===== config.mk =====
export PLATFORM = sky130hd
export DESIGN_NAME = jump_input_ctrl
export DESIGN_NICKNAME = d
export VERILOG_FILES = /design/src/rtl/jump_input_ctrl.sv
export SDC_FILE = /design/constraint.sdc
export NUM_CORES = 1
export LEC_CHECK = 0
export BUFFER_PORTS_ARGS = -buffer_cell sky130_fd_sc_hd__buf_2
export CORE_ASPECT_RATIO = 0.7
export CORE_MARGIN = 5
export CORE_UTILIZATION = 36
export CTS_CLUSTER_DIAMETER = 80
export DETAILED_ROUTE_END_ITERATION = 10
export SLEW_MARGIN = 20
export SYNTH_ARGS = -nofsm -noshare
export SYNTH_HDL_FRONTEND = slang
export SYNTH_SLANG_ARGS = --single-unit
export TNS_END_PERCENT = 50

===== constraint.sdc =====
create_clock -name clk -period 3.54 [get_ports clk]
set_clock_uncertainty 0.15 [all_clocks]
set_input_delay 0.708 -clock clk [delete_from_list [all_inputs] [get_ports clk]]
set_output_delay 0.708 -clock clk [all_outputs]
set_load 0.005 [all_outputs]

===== src/rtl/jump_input_ctrl.sv =====
// Jump button front end: 2-FF sync, per-button debounce, one-shot jump pulse with lockout.
// A stable press yields its pulse DEBOUNCE_CYCLES+2 edges after the first sync stage samples it.
module jump_input_ctrl #(
  parameter int unsigned DEBOUNCE_CYCLES = 400000,
  parameter int unsigned LOCKOUT_CYCLES  = 8000000
) (
  input  logic clk,
  input  logic rst,
  input  logic module_en,
  input  logic btn_left,
  input  logic btn_right,
  output logic jump_left,
  output logic jump_right,
  output logic busy
);

  localparam int unsigned DB_W = $clog2(DEBOUNCE_CYCLES + 1);
  localparam int unsigned LO_W = $clog2(LOCKOUT_CYCLES + 1);
  localparam logic [LO_W-1:0] LO_LAST = LO_W'(LOCKOUT_CYCLES - 1);

  typedef enum logic {
    IDLE    = 1'b0,
    LOCKOUT = 1'b1
  } state_t;

  state_t          state_q;
  logic [LO_W-1:0] lock_cnt_q;
  logic            press_left;
  logic            press_right;

  jump_input_db #(
    .CYCLES (DEBOUNCE_CYCLES),
    .CNT_W  (DB_W)
  ) u_db_left (
    .clk     (clk),
    .rst     (rst),
    .btn_i   (btn_left),
    .press_o (press_left)
  );

  jump_input_db #(
    .CYCLES (DEBOUNCE_CYCLES),
    .CNT_W  (DB_W)
  ) u_db_right (
    .clk     (clk),
    .rst     (rst),
    .btn_i   (btn_right),
    .press_o (press_right)
  );

  // Presses arriving in LOCKOUT or while disabled are simply not looked at, so nothing queues.
  always_ff @(posedge clk) begin
    if (rst) begin
      state_q    <= IDLE;
      lock_cnt_q <= '0;
      jump_left  <= 1'b0;
      jump_right <= 1'b0;
      busy       <= 1'b0;
    end else if (!module_en) begin
      state_q    <= IDLE;
      lock_cnt_q <= '0;
      jump_left  <= 1'b0;
      jump_right <= 1'b0;
      busy       <= 1'b0;
    end else begin
      jump_left  <= 1'b0;
      jump_right <= 1'b0;
      case (state_q)
        IDLE: begin
          if (press_left) begin
            jump_left  <= 1'b1;
            busy       <= 1'b1;
            lock_cnt_q <= '0;
            state_q    <= LOCKOUT;
          end else if (press_right) begin
            jump_right <= 1'b1;
            busy       <= 1'b1;
            lock_cnt_q <= '0;
            state_q    <= LOCKOUT;
          end
        end
        LOCKOUT: begin
          if (lock_cnt_q == LO_LAST) begin
            busy       <= 1'b0;
            lock_cnt_q <= '0;
            state_q    <= IDLE;
          end else begin
            lock_cnt_q <= lock_cnt_q + LO_W'(1);
          end
        end
        default: begin
          state_q <= IDLE;
        end
      endcase
    end
  end

endmodule

// Per-button synchroniser, debouncer and rising-edge detector.
// press_o is combinational from registered state, high for one cycle after db_q rises.
module jump_input_db #(
  parameter int unsigned CYCLES = 4,
  parameter int unsigned CNT_W  = 3
) (
  input  logic clk,
  input  logic rst,
  input  logic btn_i,
  output logic press_o
);

  localparam logic [CNT_W-1:0] CNT_LAST = CNT_W'(CYCLES - 1);

  logic             sync1_q;
  logic             sync2_q;
  logic             db_q;
  logic             db_d;
  logic             db_dly_q;
  logic [CNT_W-1:0] cnt_q;
  logic [CNT_W-1:0] cnt_d;

  // Counter only advances while the synced input disagrees; any agreement restarts it.
  always_comb begin
    cnt_d = '0;
    db_d  = db_q;
    if (sync2_q != db_q) begin
      if (cnt_q == CNT_LAST) begin
        db_d = sync2_q;
      end else begin
        cnt_d = cnt_q + CNT_W'(1);
      end
    end
  end

  always_ff @(posedge clk) begin
    if (rst) begin
      sync1_q  <= 1'b0;
      sync2_q  <= 1'b0;
      db_q     <= 1'b0;
      db_dly_q <= 1'b0;
      cnt_q    <= '0;
    end else begin
      sync1_q  <= btn_i;
      sync2_q  <= sync1_q;
      db_q     <= db_d;
      db_dly_q <= db_q;
      cnt_q    <= cnt_d;
    end
  end

  assign press_o = db_q & ~db_dly_q;

endmodule


* Yosys cells after proc, flatten, opt, wreduce, memory -nomap -nowiden
Index checks and enable logic that the tools add are counted.
** Word-level totals
- Register bits :: 73
- Output and inout bits :: 3
- Logic and storage cells :: 54
** Operators by class
- Add/subtract/negate cells :: 3
- Eq/ne operators :: 7
- Mux-type cells :: 13
- Bitwise operators :: 8
- Reductions and logical operators :: 8
** Operator list (count)
- 2-to-1 mux 23 bit :: 3
- one-hot mux 23 bit (2 select lines) :: 1
- adder 19 x 1 -> 19 bit, second input constant :: 2
- == test 19 bit, second input constant :: 2
- adder 23 x 1 -> 23 bit, second input constant :: 1
- == test 23 bit, second input constant :: 1
- OR reduction 3 bit :: 3
- 2-to-1 mux 1 bit :: 7
- inverter 1 bit :: 6
- AND reduction 2 bit :: 3
- one-hot mux 1 bit (2 select lines) :: 2
- OR reduction 4 bit :: 1
- != test 3 bit, second input constant :: 1
- bitwise AND 1 bit :: 2
- != test 1 bit :: 2
- != test 2 x 1 -> 1 bit, second input constant :: 1
- OR reduction 2 bit :: 1

* Depth between registers and ports, before layout
Gate-level depths: netlist (run 1).
- Depth in word-level cells :: 5
- Mapped depth :: 9
- Mapped depth without buffers :: 6

* Hierarchy
Synthesis (run 1) repeated with hierarchy kept, for this count alone.
** Second synthesis, totals
- Cell total of the unflattened synthesis :: 384
- Area total of the unflattened synthesis :: 3452.1 sq um
** Modules (own cells, without submodules)
- jump_input_db :: times used 2, cells each 111, area an instance 1017.2 sq um, sequential area each 460.4 sq um
- jump_input_ctrl :: times used 1, cells each 162, area an instance 1417.6 sq um, sequential area each 540.5 sq um

* Worst setup path after synthesis (run 1)
No wires, ideal clock.
- Kind :: flip-flop to flip-flop
- Start point :: reg lock_cnt_q[4]
- End point :: reg lock_cnt_q[21]
- Library setup time :: 0.062 ns
- Data arrival time :: 2.056 ns
- Required time :: 3.328 ns
- Path slack :: 1.273 ns
- Cell stages (with the launch flop) :: 7
- Period minus slack after synthesis :: 2.267 ns
- Path through :: dfxtp_1 -> buf_2 -> nand3_1 -> or4_4 -> or4_4 -> or3b_1 -> nand3_1
** On the way
- Word-level cells in the longest chain between the ends :: 3
- Elaborated cells between the ends (all ways) :: 4
** Ends and longest elaborated chain
- start, declared :: line 27 : logic [LO_W-1:0] lock_cnt_q;
- start signal, assigned :: line 88 : lock_cnt_q <= lock_cnt_q + LO_W'(1);
- adder 23 x 1 -> 23 bit / == test 23 bit (equally long branches) :: line 88, 83
- 2-to-1 mux 23 bit (*) :: line 83 : if (lock_cnt_q == LO_LAST) begin
- one-hot mux 23 bit (2 select lines) (*) :: line 68 : case (state_q)
Every way passes the cells marked *; elsewhere a longest branch is shown, timed or not.
A chain may end at the register's enable or synchronous reset.

* Final worst setup path (run 1)
- Start point :: reg lock_cnt_q[9]
- End point :: reg lock_cnt_q[16]
The elaborated chain is that of the path after synthesis.

==> results of run 1 <==
## layer usage
layer,global-route usage [%],share of wire (%)
met1,16.8,50
met2,19.5,43
met3,5.13,5.3
met4,5.43,1.7
met5,0,0
## critical path, cell delays in order (launching register included)
cell and delay [ps]:
dfxtp_1 370, or4_2 700, nor4_1 420, a21oi_1 350, nand2_1 290, o21ai_0 130
## metrics by stage
stage	hold WS (ps)	worst slack, ps	cell area [µm²]	power (W)	std cells
3_3_place_gp	280	1040	3420	0.000865	501
3_5_place_dp	282	975	3420	0.000865	501
2_1_floorplan	264	1270	3260	0.000858	382
4_1_cts	303	999	3710	0.00177	517
6_report	293	1010	3720	0.00174	517
5_1_grt	307	814	3720	0.00181	517
## power breakdown
part / switching (W) / internal (W) / total (W)
registers: 0.00000148 / 0.000824 / 0.000826
logic: 0.0000133 / 0.00000734 / 0.0000207
clock network: 0.000352 / 0.000544 / 0.000896
## logic make-up after synthesis
kind of cell	share of synthesized area (%)
xor+xnor	11.3
fa+ha+maj	1.15
mux	1.53
compound gates	6.60
simple gates	32.2
flops	44.8
buf+inv	2.49
## placed cells by master, fill, tap and decap left out, types with 3 or more instances in the layout
cell type / count
and3_1: 11
nand2b_1: 5
buf_2: 7
clkinv_2: 3
dfxtp_1: 73
mux2i_1: 5
nand4_1: 18
and4_1: 7
o21ai_0: 9
ha_1: 3
nand3b_1: 3
and2_1: 3
nor2_1: 60
clkbuf_16: 9
xnor2_1: 13
a22oi_1: 4
inv_1: 7
nand3_1: 30
nor3_1: 10
nand2_1: 30
a21o_1: 3
xor2_1: 29
a21oi_1: 9
nor2b_1: 11
## worst min-delay path by stage
stage / startpoint / slack [ps] / to / depth (start not counted)
finish: u_db_right.sync1_q / 290 / u_db_right.sync2_q / 1
global route: u_db_right.sync1_q / 310 / u_db_right.sync2_q / 1
CTS: u_db_left.sync1_q / 300 / u_db_left.sync2_q / 1
detailed placement: u_db_left.sync1_q / 280 / u_db_left.sync2_q / 1
global placement: u_db_right.sync1_q / 280 / u_db_right.sync2_q / 1
floorplan: u_db_left.sync1_q / 260 / u_db_left.sync2_q / 1
## area by class of cell
type | count | area share, %
Tap cell | 124 | 4.17
Timing Repair Buffer | 9 | 1.35
Inverter | 7 | 0.706
Multi-Input combinational cell | 288 | 46.6
Clock inverter | 7 | 1.88
Sequential cell | 73 | 39.3
Clock buffer | 9 | 6.05
==> impl_results.md, run 1 <==
- Status: finished, final reports clean
- Routed vias/inst: 4.94
- Initial core utilization: 36.4%
- N_diodes: 0
- Clock latency on the worst-skew pair: 340 ps
- Fmax: 395 MHz
- Yosys reg bits: 73
- Reg2reg end: lock_cnt_q[16]
- Max clock buf depth: 2
- Synth top area share: 44.8%
- Height of the die: 89.7 µm
- Final setup fails: 0
- FF-to-FF setup slack: 1010 ps
- WL/cell: 12.6 µm
- Number of port buffers: 7
- TritonCTS clock tree: done
- Resize count post-CTS: 0
- Yosys warns: 0
- Worst slew pin tran: 798 ps
- # DRC: 0
- Unique masters post-synth: 40
- TritonCTS buffer count: 9
- Crit path max fanout: 9
- Drt initial violations: 149
- Reg2Reg Depth: 5
- Synth area leaders: dfxtp_1 (45%), xor2_1 (7.8%), nor2_1 (6.9%), nand3_1 (4.6%), xnor2_1 (3.5%)
- Grt total ovfl: 0
- Max reg flops: 23
- Critical register-to-register path startpoint: lock_cnt_q[9]
- Detailed Place HPWL: 4560 µm
- Commonest cells in the netlist: dfxtp_1 (73), nor2_1 (60), nand2_1 (30), nand3_1 (30), xor2_1 (29)
- Largest net degree at the start of global routing: 19
- Cell area after synthesis: 0.00326 mm²
- Die W: 124 µm
- Clock root buffer: clkbuf_16
- Syn Inst Count: 382
- CP endpoint: lock_cnt_q[16]
- Pins over their slew limit: 0
- Synthesized area per cell: 8.54 µm²
- Clock transition at the registers of the reported paths: 60 ps
- Peak VDD IR: 0.206 mV
- Die area: 0.0111 mm²
- Fin Setup TNS: 0 ps
- Post-synthesis sequential area ratio: 44.8%
- Main flop type after synthesis: dfxtp_1
- Top-count cell post-synth: dfxtp_1
- Row cnt: 29
- All-Layer GR Usage: 13.0%
- Net count after synthesis: 390
- MaxCap Viol Count: 0
- Vias in the first global route: 2417
- Largest regs: lock_cnt_q (23), u_db_left.cnt_q (19), u_db_right.cnt_q (19)
- Vias: 2553
- Leakage: 1.28 nW
- Ys async rst share: 0%
- H-tree levels: 3
- TritonRoute pass-1 iters: 4
- Io pins: 8
- CP Capture Type: flop
- Initial antenna violation count: 0
- Crit path time final: 2530 ps
- Layout cells sized above 1: 8.91%
- EDFF count, synth: 0
- Final hold violation count: 0
- Critical path arrival: 2600 ps
- Crit path launch type: flop
- Hold Buf Count CTS: 0
- Nets@finish: 396
- Core Box Area: 0.00896 mm²
- Worst setup startpoint: lock_cnt_q[9]
- Final antenna-violating net count: 0
- Fin crit share: 71.5%
- Area grow syn2layout: 14.0%
- Clock Sinks: 73
- Biggest register: lock_cnt_q
- Slew margin rel.: 46.3%
- Reg area: 0.00146 mm²
- CP Class: reg -> reg
- Post-synth top area cell: dfxtp_1
- Hold Crit Class: reg -> reg
- PD cells: 469 mW/mm²
- RSZ-0062 raised after global routing: false
- Total wire length: 6500 µm
- Global-route wire length before repair: 11200 µm
- Area of the multi-input gates: 0.00173 mm²
- Fillers: 913
- Setup Buffers After CTS: 0
- Routability cong.: 0.834
- Post-route core utilization: 41.5%
- Req. time, crit path: 3600 ps
Power figures use the tool's default switching activity.
==> run 2, diff against run 1 <==
Settings changed: ABC_AREA from default to 1.
Clock period 3.54 ns to 2.3 ns, I/O delays scaled along.
==> impl_results.md, run 2 <==
- Global-route wire length before repair: 14900 µm
- Largest family of logic cells by synthesized area: simple AND/OR/NAND/NOR gates
- Hold endpoint: u_db_left.sync1_q
- TritonCTS buffer count: 9
- Clock share of power: 49.2%
- Leakage: 1.51 nW
- Critical register-to-register path startpoint: lock_cnt_q[1]
- Reg2Reg Depth: 8
- Fmax: 575 MHz
- Hold Crit Start: btn_left
- FF-to-FF setup slack: 560 ps
- Row cnt: 31
- Int Power: 0.00203 W
- Adder-cell area share of the yosys netlist: 0.972%
- Pins over their slew limit: 0
- Most frequent cells in the layout: nand2_1 (157), nor2_1 (98), inv_1 (73), dfxtp_1 (73), nand3_1 (59)
- Io pins: 8
- Number of port buffers: 7
- Synth area leaders: dfxtp_1 (38%), nand2_1 (15%), nor2_1 (9.5%), nand3_1 (7.6%), inv_1 (7.1%)
- RSZ-0062 raised after global routing: false
- Hold Buf Count CTS: 0
- Slew margin rel.: 70.0%
- CP Class: reg -> reg
- Height of the die: 96.7 µm
- Vias: 3632
- Setup Buffers After CTS: 0
- Max clock buf depth: 2
- N_diodes: 0
- PD cells: 602 mW/mm²
- Core Box Area: 0.0104 mm²
- Hold Crit Depth: 3
- MaxCap Viol Count: 0
- Final setup fails: 0
- Peak VDD IR: 0.341 mV
- Yosys warns: 0
- Net count after synthesis: 609
- Syn Inst Count: 601
- Top-count cell post-synth: nand2_1
- Clock latency on the worst-skew pair: 330 ps
- Critical path arrival: 1810 ps
- Die W: 134 µm
- Max reg flops: 23
- Req. time, crit path: 2370 ps
- CP max stage delay: 360 ps
- Synth Area in Compound Gates: 6.57%
- Post-synthesis mux area share: 0%
- Clock transition at the registers of the reported paths: 60 ps
- Net switching power: 0.000541 W
- WL/cell: 11.6 µm
- Post-route core utilization: 40.9%
- TritonCTS clock tree: done
- Hold Crit Class: in -> reg
- All-Layer GR Usage: 13.9%
- Vias in the first global route: 3237
- Routed vias/inst: 4.88
- Ys async rst share: 0%
- TritonRoute pass-1 iters: 5
- Crit path max fanout: 5
- CP Capture Type: flop
- Resize count post-CTS: 0
- # DRC: 0
- Biggest register: lock_cnt_q
- Fin crit share: 75.7%
- Main flop type after synthesis: dfxtp_1
- EDFF count, synth: 0
- Total wire length: 8640 µm
- Yosys reg bits: 73
- Synthesized area per cell: 6.43 µm²
- Layout cells sized above 1: 8.17%
- Clock root buffer: clkbuf_16
- Routability cong.: 0.911
- Combinational share of power: 1.3%
- Slowest-stage cell, CP: dfxtp_1
- Worst slew pin tran: 448 ps
- Seq pwr share: 49.5%
- Synth Area in XOR/XNOR: 3.17%
- Synth top area share: 37.8%
- Initial core utilization: 37.0%
- Post-synthesis sequential area ratio: 37.8%
- Crit path launch type: flop
- Die area: 0.0129 mm²
- H-tree levels: 3
- Status: finished, final reports clean
- Nets@finish: 616
- Clock Sinks: 73
- Cell area after synthesis: 0.00386 mm²
- Post-synth top area cell: dfxtp_1
- Crit path time final: 1740 ps
- Detailed Place HPWL: 6480 µm
- Reg2reg end: lock_cnt_q[22]
- Initial antenna violation count: 0
- Largest regs: lock_cnt_q (23), u_db_left.cnt_q (19), u_db_right.cnt_q (19)
- CP Cell Sequence: ha_1 -> nand3_1 -> inv_1 -> nand2_1 -> nor2_1 -> nand3_1 -> nand3_1 -> nor2_1
- Leading cell type in the layout, fill and taps excluded: nand2_1
- Area grow syn2layout: 10.5%
- Sw Ratio: 21.0%
- Top cell by count, worst path: nand3_1
- Final hold violation count: 0
- Unique masters post-synth: 31
- Synth Area in Simple Gates: 42.1%
- Largest net degree at the start of global routing: 22
- Drt initial violations: 273
- Grt total ovfl: 0
- Commonest cells in the netlist: nand2_1 (157), nor2_1 (98), dfxtp_1 (73), inv_1 (73), nand3_1 (59)
- Final antenna-violating net count: 0
- Fin Setup TNS: 0 ps
## run 2: changes by cell type in the layout (fill, tap and decap cells not counted), moves of 7 or more
cell / before / now
a21oi_1: 9 / 35
and3_1: 11 / 0
and4_1: 7 / 0
inv_1: 7 / 73
nand2_1: 30 / 157
nand3_1: 30 / 59
nor2_1: 60 / 98
nor2_2: 0 / 11
nor2b_1: 11 / 0
xnor2_1: 13 / 3
xor2_1: 29 / 11
## run 2: final cells by class
type / instances / area [µm²]
fill: 1086 / 6160
multi-input combinational: 439 / 2040
sequential: 73 / 1460
inverter: 76 / 287
clock buffer: 12 / 246
tap: 132 / 165
timing repair buffer: 9 / 50.0
clock inverter: 3 / 17.5
## run 2: worst max-delay path: cells and delay by family, from the launching register on
kind | cells | cell delay, ps
fa+ha+maj | 1 | 260
buf+inv | 1 | 90
flops | 1 | 360
simple gates | 6 | 760
## run 2: kinds of logic (layout without fill, tap and decap cells)
group,after synthesis,in the layout
and+or+nand+nor,373,373
buffers and inverters,89,100
AOI/OAI and AO/OA,49,49
DFF,73,73
adders and majority gates,3,3
xor gates and xnor gates,14,14
## run 2: how the worst max path moves through the flow
stage                                   start              endpoint  slack, ps  cells after the start
after global routing      u_db_right.cnt_q[0]  u_db_right.cnt_q[18]        410                      8
final                           lock_cnt_q[1]        lock_cnt_q[22]        560                      8
after floorplan                 lock_cnt_q[0]        lock_cnt_q[17]        800                      8
after CTS                       lock_cnt_q[1]        lock_cnt_q[22]        570                      8
after detailed placement                  rst    u_db_left.cnt_q[2]        590                      6
after global placement                    rst    u_db_left.cnt_q[2]        590                      6
## run 2: layer usage
metal / vias to the layer above / share of wire [%] / global-route usage [%]
met1: 1619 / 52 / 20.0
met3: 9 / 6.4 / 4.93
li1: 1924 / - / -
met4: 0 / 1.2 / 3.79
met5: - / 0 / 0
met2: 80 / 40 / 19.6
## run 2: power groups by stage
stage | logic [W] | registers, W | clock network (W)
6_report | 0.0000325 | 0.00127 | 0.00126
5_1_grt | 0.0000373 | 0.00127 | 0.00136
4_1_cts | 0.0000331 | 0.00127 | 0.00130
3_5_place_dp | 0.0000330 | 0.00130 | 0
3_3_place_gp | 0.0000328 | 0.00130 | 0
2_1_floorplan | 0.0000208 | 0.00130 | 0
## run 2: metrics by stage
step           instance area [µm²]  hold WS, ps  setup slack, ps  instances  power, W
2_1_floorplan                 3860          238              802        601   0.00132
3_3_place_gp                  4010          247              590        729   0.00133
3_5_place_dp                  4010          253              586        729   0.00133
4_1_cts                       4270          188              567        744   0.00261
5_1_grt                       4270          193              406        744   0.00267
6_report                      4270          195              560        744   0.00257
==> run 3, diff against run 2 <==
Settings changed: ABC_AREA 1 to 0.
Clock period 2.3 ns to 1.6 ns, I/O delays scaled along.
==> impl_results.md, run 3 (synthesis results as in run 1) <==
- Global-route wire length before repair: 12900 µm
- Crit path launch type: flop
- Max reg flops: 23
- Detailed Place HPWL: 5410 µm
- Nets@finish: 492
- Io pins: 8
- Fillers: 802
- Status: complete, but fails checks
- TritonRoute pass-1 iters: 4
- Routed vias/inst: 4.84
- Initial antenna violation count: 0
- Row cnt: 29
- Pins over their slew limit: 0
- Core Box Area: 0.00896 mm²
- Clock root buffer: clkbuf_16
- Largest regs: lock_cnt_q (23), u_db_left.cnt_q (19), u_db_right.cnt_q (19)
- Power Total: 0.00376 W
- Max clock buf depth: 2
- Grt total ovfl: 0
- MaxCap Viol Count: 0
- Leakage: 1.82 nW
- Height of the die: 89.7 µm
- Die W: 124 µm
- Hold Crit Depth: 2
- FF-to-FF setup slack: -430 ps
- Violated checks: negative setup slack
- # DRC: 0
- Initial core utilization: 36.4%
- CP Class: reg -> reg
- Largest net degree at the start of global routing: 19
- Final antenna-violating net count: 0
- Routability cong.: 0.841
- Crit path time final: 2030 ps
- CP Capture Type: flop
- Hold endpoint: u_db_right.sync1_q
- PD cells: 780 mW/mm²
- Die area: 0.0111 mm²
- Slowest-stage cell, CP: or4_4
- N_diodes: 0
- Drt initial violations: 186
- Most frequent cells in the layout: buf_4 (85), nor2_1 (60), dfxtp_1 (56), xor2_1 (29), nand2_1 (28)
- Number of port buffers: 7
- Clock transition at the registers of the reported paths: 60 ps
- Worst slew pin tran: 408 ps
- Clock Sinks: 73
- Final setup fails: 25
- Total wire length: 8030 µm
- Critical path arrival: 2160 ps
- Vias in the first global route: 2749
- Hold Crit Class: in -> reg
- TritonCTS clock tree: done
- Fin area: 0.00482 mm²
- RSZ-0062 raised after global routing: true
- Crit path max fanout: 3
- All-Layer GR Usage: 14.8%
- Layout cells sized above 1: 37.8%
- Final worst setup slack: -435 ps
- Fin crit share: 127%
- Hold Crit Start: btn_right
- Leading cell type in the layout, fill and taps excluded: buf_4
- H-tree levels: 3
- Biggest register: lock_cnt_q
- Clock latency on the worst-skew pair: 330 ps
- CP Cell Sequence: nand4_1 -> or4_4 -> or4_4 -> or3b_1 -> nand3_1
- Placed Area: 0.00418 mm²
- CP max stage delay: 450 ps
- Vias: 2965
- Fmax: 491 MHz
- Final hold violation count: 0
- Reg2reg end: lock_cnt_q[21]
- Reg2Reg Depth: 5
- Req. time, crit path: 1720 ps
- DP Worst Slack: -499 ps
- WL/cell: 13.1 µm
- Peak VDD IR: 0.474 mV
- Top cell by count, worst path: or4_4
- Slew margin rel.: 72.7%
- Critical register-to-register path startpoint: lock_cnt_q[0]
- Area grow syn2layout: 47.7%
- TritonCTS buffer count: 9
## run 3: changes by cell type in the layout (fill, tap and decap cells not counted), sizes merged, moves of 10 or more
cell   previous run  this run
nand2           161        30
buf               9       102
inv              75         8
nor2            109        60
nand3            62        30
a21oi            36         9
xor2             11        29
and3              0        11
nor2b             0        11
xnor2             3        13
## run 3: routing by layer
| layer | global-route usage [%] | wire length, µm | vias up |
|---|---|---|---|
| met5 | 0 | 0 | - |
| met3 | 4.51 | 341 | 2 |
| met1 | 20.9 | 4130 | 1378 |
| met2 | 21.7 | 3510 | 46 |
| met4 | 4.62 | 40 | 0 |
| li1 | - | - | 1539 |
## run 3: layout make-up
class / count / area (µm²) / share of cell area (%)
Timing Repair Buffer: 102 / 811 / 16.8
Multi-Input combinational cell: 291 / 2060 / 42.8
Tap cell: 124 / 155 / 3.22
Sequential cell: 73 / 1490 / 30.9
Inverter: 7 / 26.3 / 0.545
Clock buffer: 13 / 250 / 5.19
Clock inverter: 3 / 25.0 / 0.519
## run 3: stage by stage
| step | utilization, % | setup TNS, ps | instances | hold WS, ps |
|---|---|---|---|---|
| after floorplan | - | -8930 | 382 | 264 |
| after global placement | 46.6 | -8720 | 584 | 267 |
| after detailed placement | 46.6 | -9270 | 584 | 277 |
| after CTS | 51.9 | -7300 | 606 | 44.7 |
| after global routing | 53.8 | -9750 | 613 | 49.8 |
| final | 53.8 | -7430 | 613 | 54.4 |
## run 3: worst max-delay path by stage
stage	from	end	depth (start not counted)
after floorplan	lock_cnt_q[4]	lock_cnt_q[21]	6
after global placement	lock_cnt_q[10]	lock_cnt_q[10]	6
after detailed placement	lock_cnt_q[10]	lock_cnt_q[10]	6
after CTS	lock_cnt_q[6]	lock_cnt_q[21]	5
after global routing	lock_cnt_q[0]	lock_cnt_q[21]	5
final	lock_cnt_q[0]	lock_cnt_q[21]	5
## run 3: critical path, delay by kind of cell, from the launching register on
kind	cells	cell delay (ps)
simple gates	5	1450
flops	1	370
## run 3: where the power goes
| part | internal [W] | switching (W) |
|---|---|---|
| Combinational | 0.0000321 | 0.0000393 |
| Clock | 0.00110 | 0.000764 |
| Sequential | 0.00182 | 0.00000318 |
| Total | 0.00295 | 0.000807 |
## run 3: repair_timing
| action | 4_1_cts | 5_1_grt |
|---|---|---|
| buffers inserted | 5 | 4 |
| hold buffers | 0 | 0 |
| pin swaps | 12 | 10 |
| endpoints found under the setup margin | 29 | 62 |
| gates resized for setup | 37 | 25 |
| gates cloned | 1 | 3 |
| hold endpoints to repair | 0 | 0 |
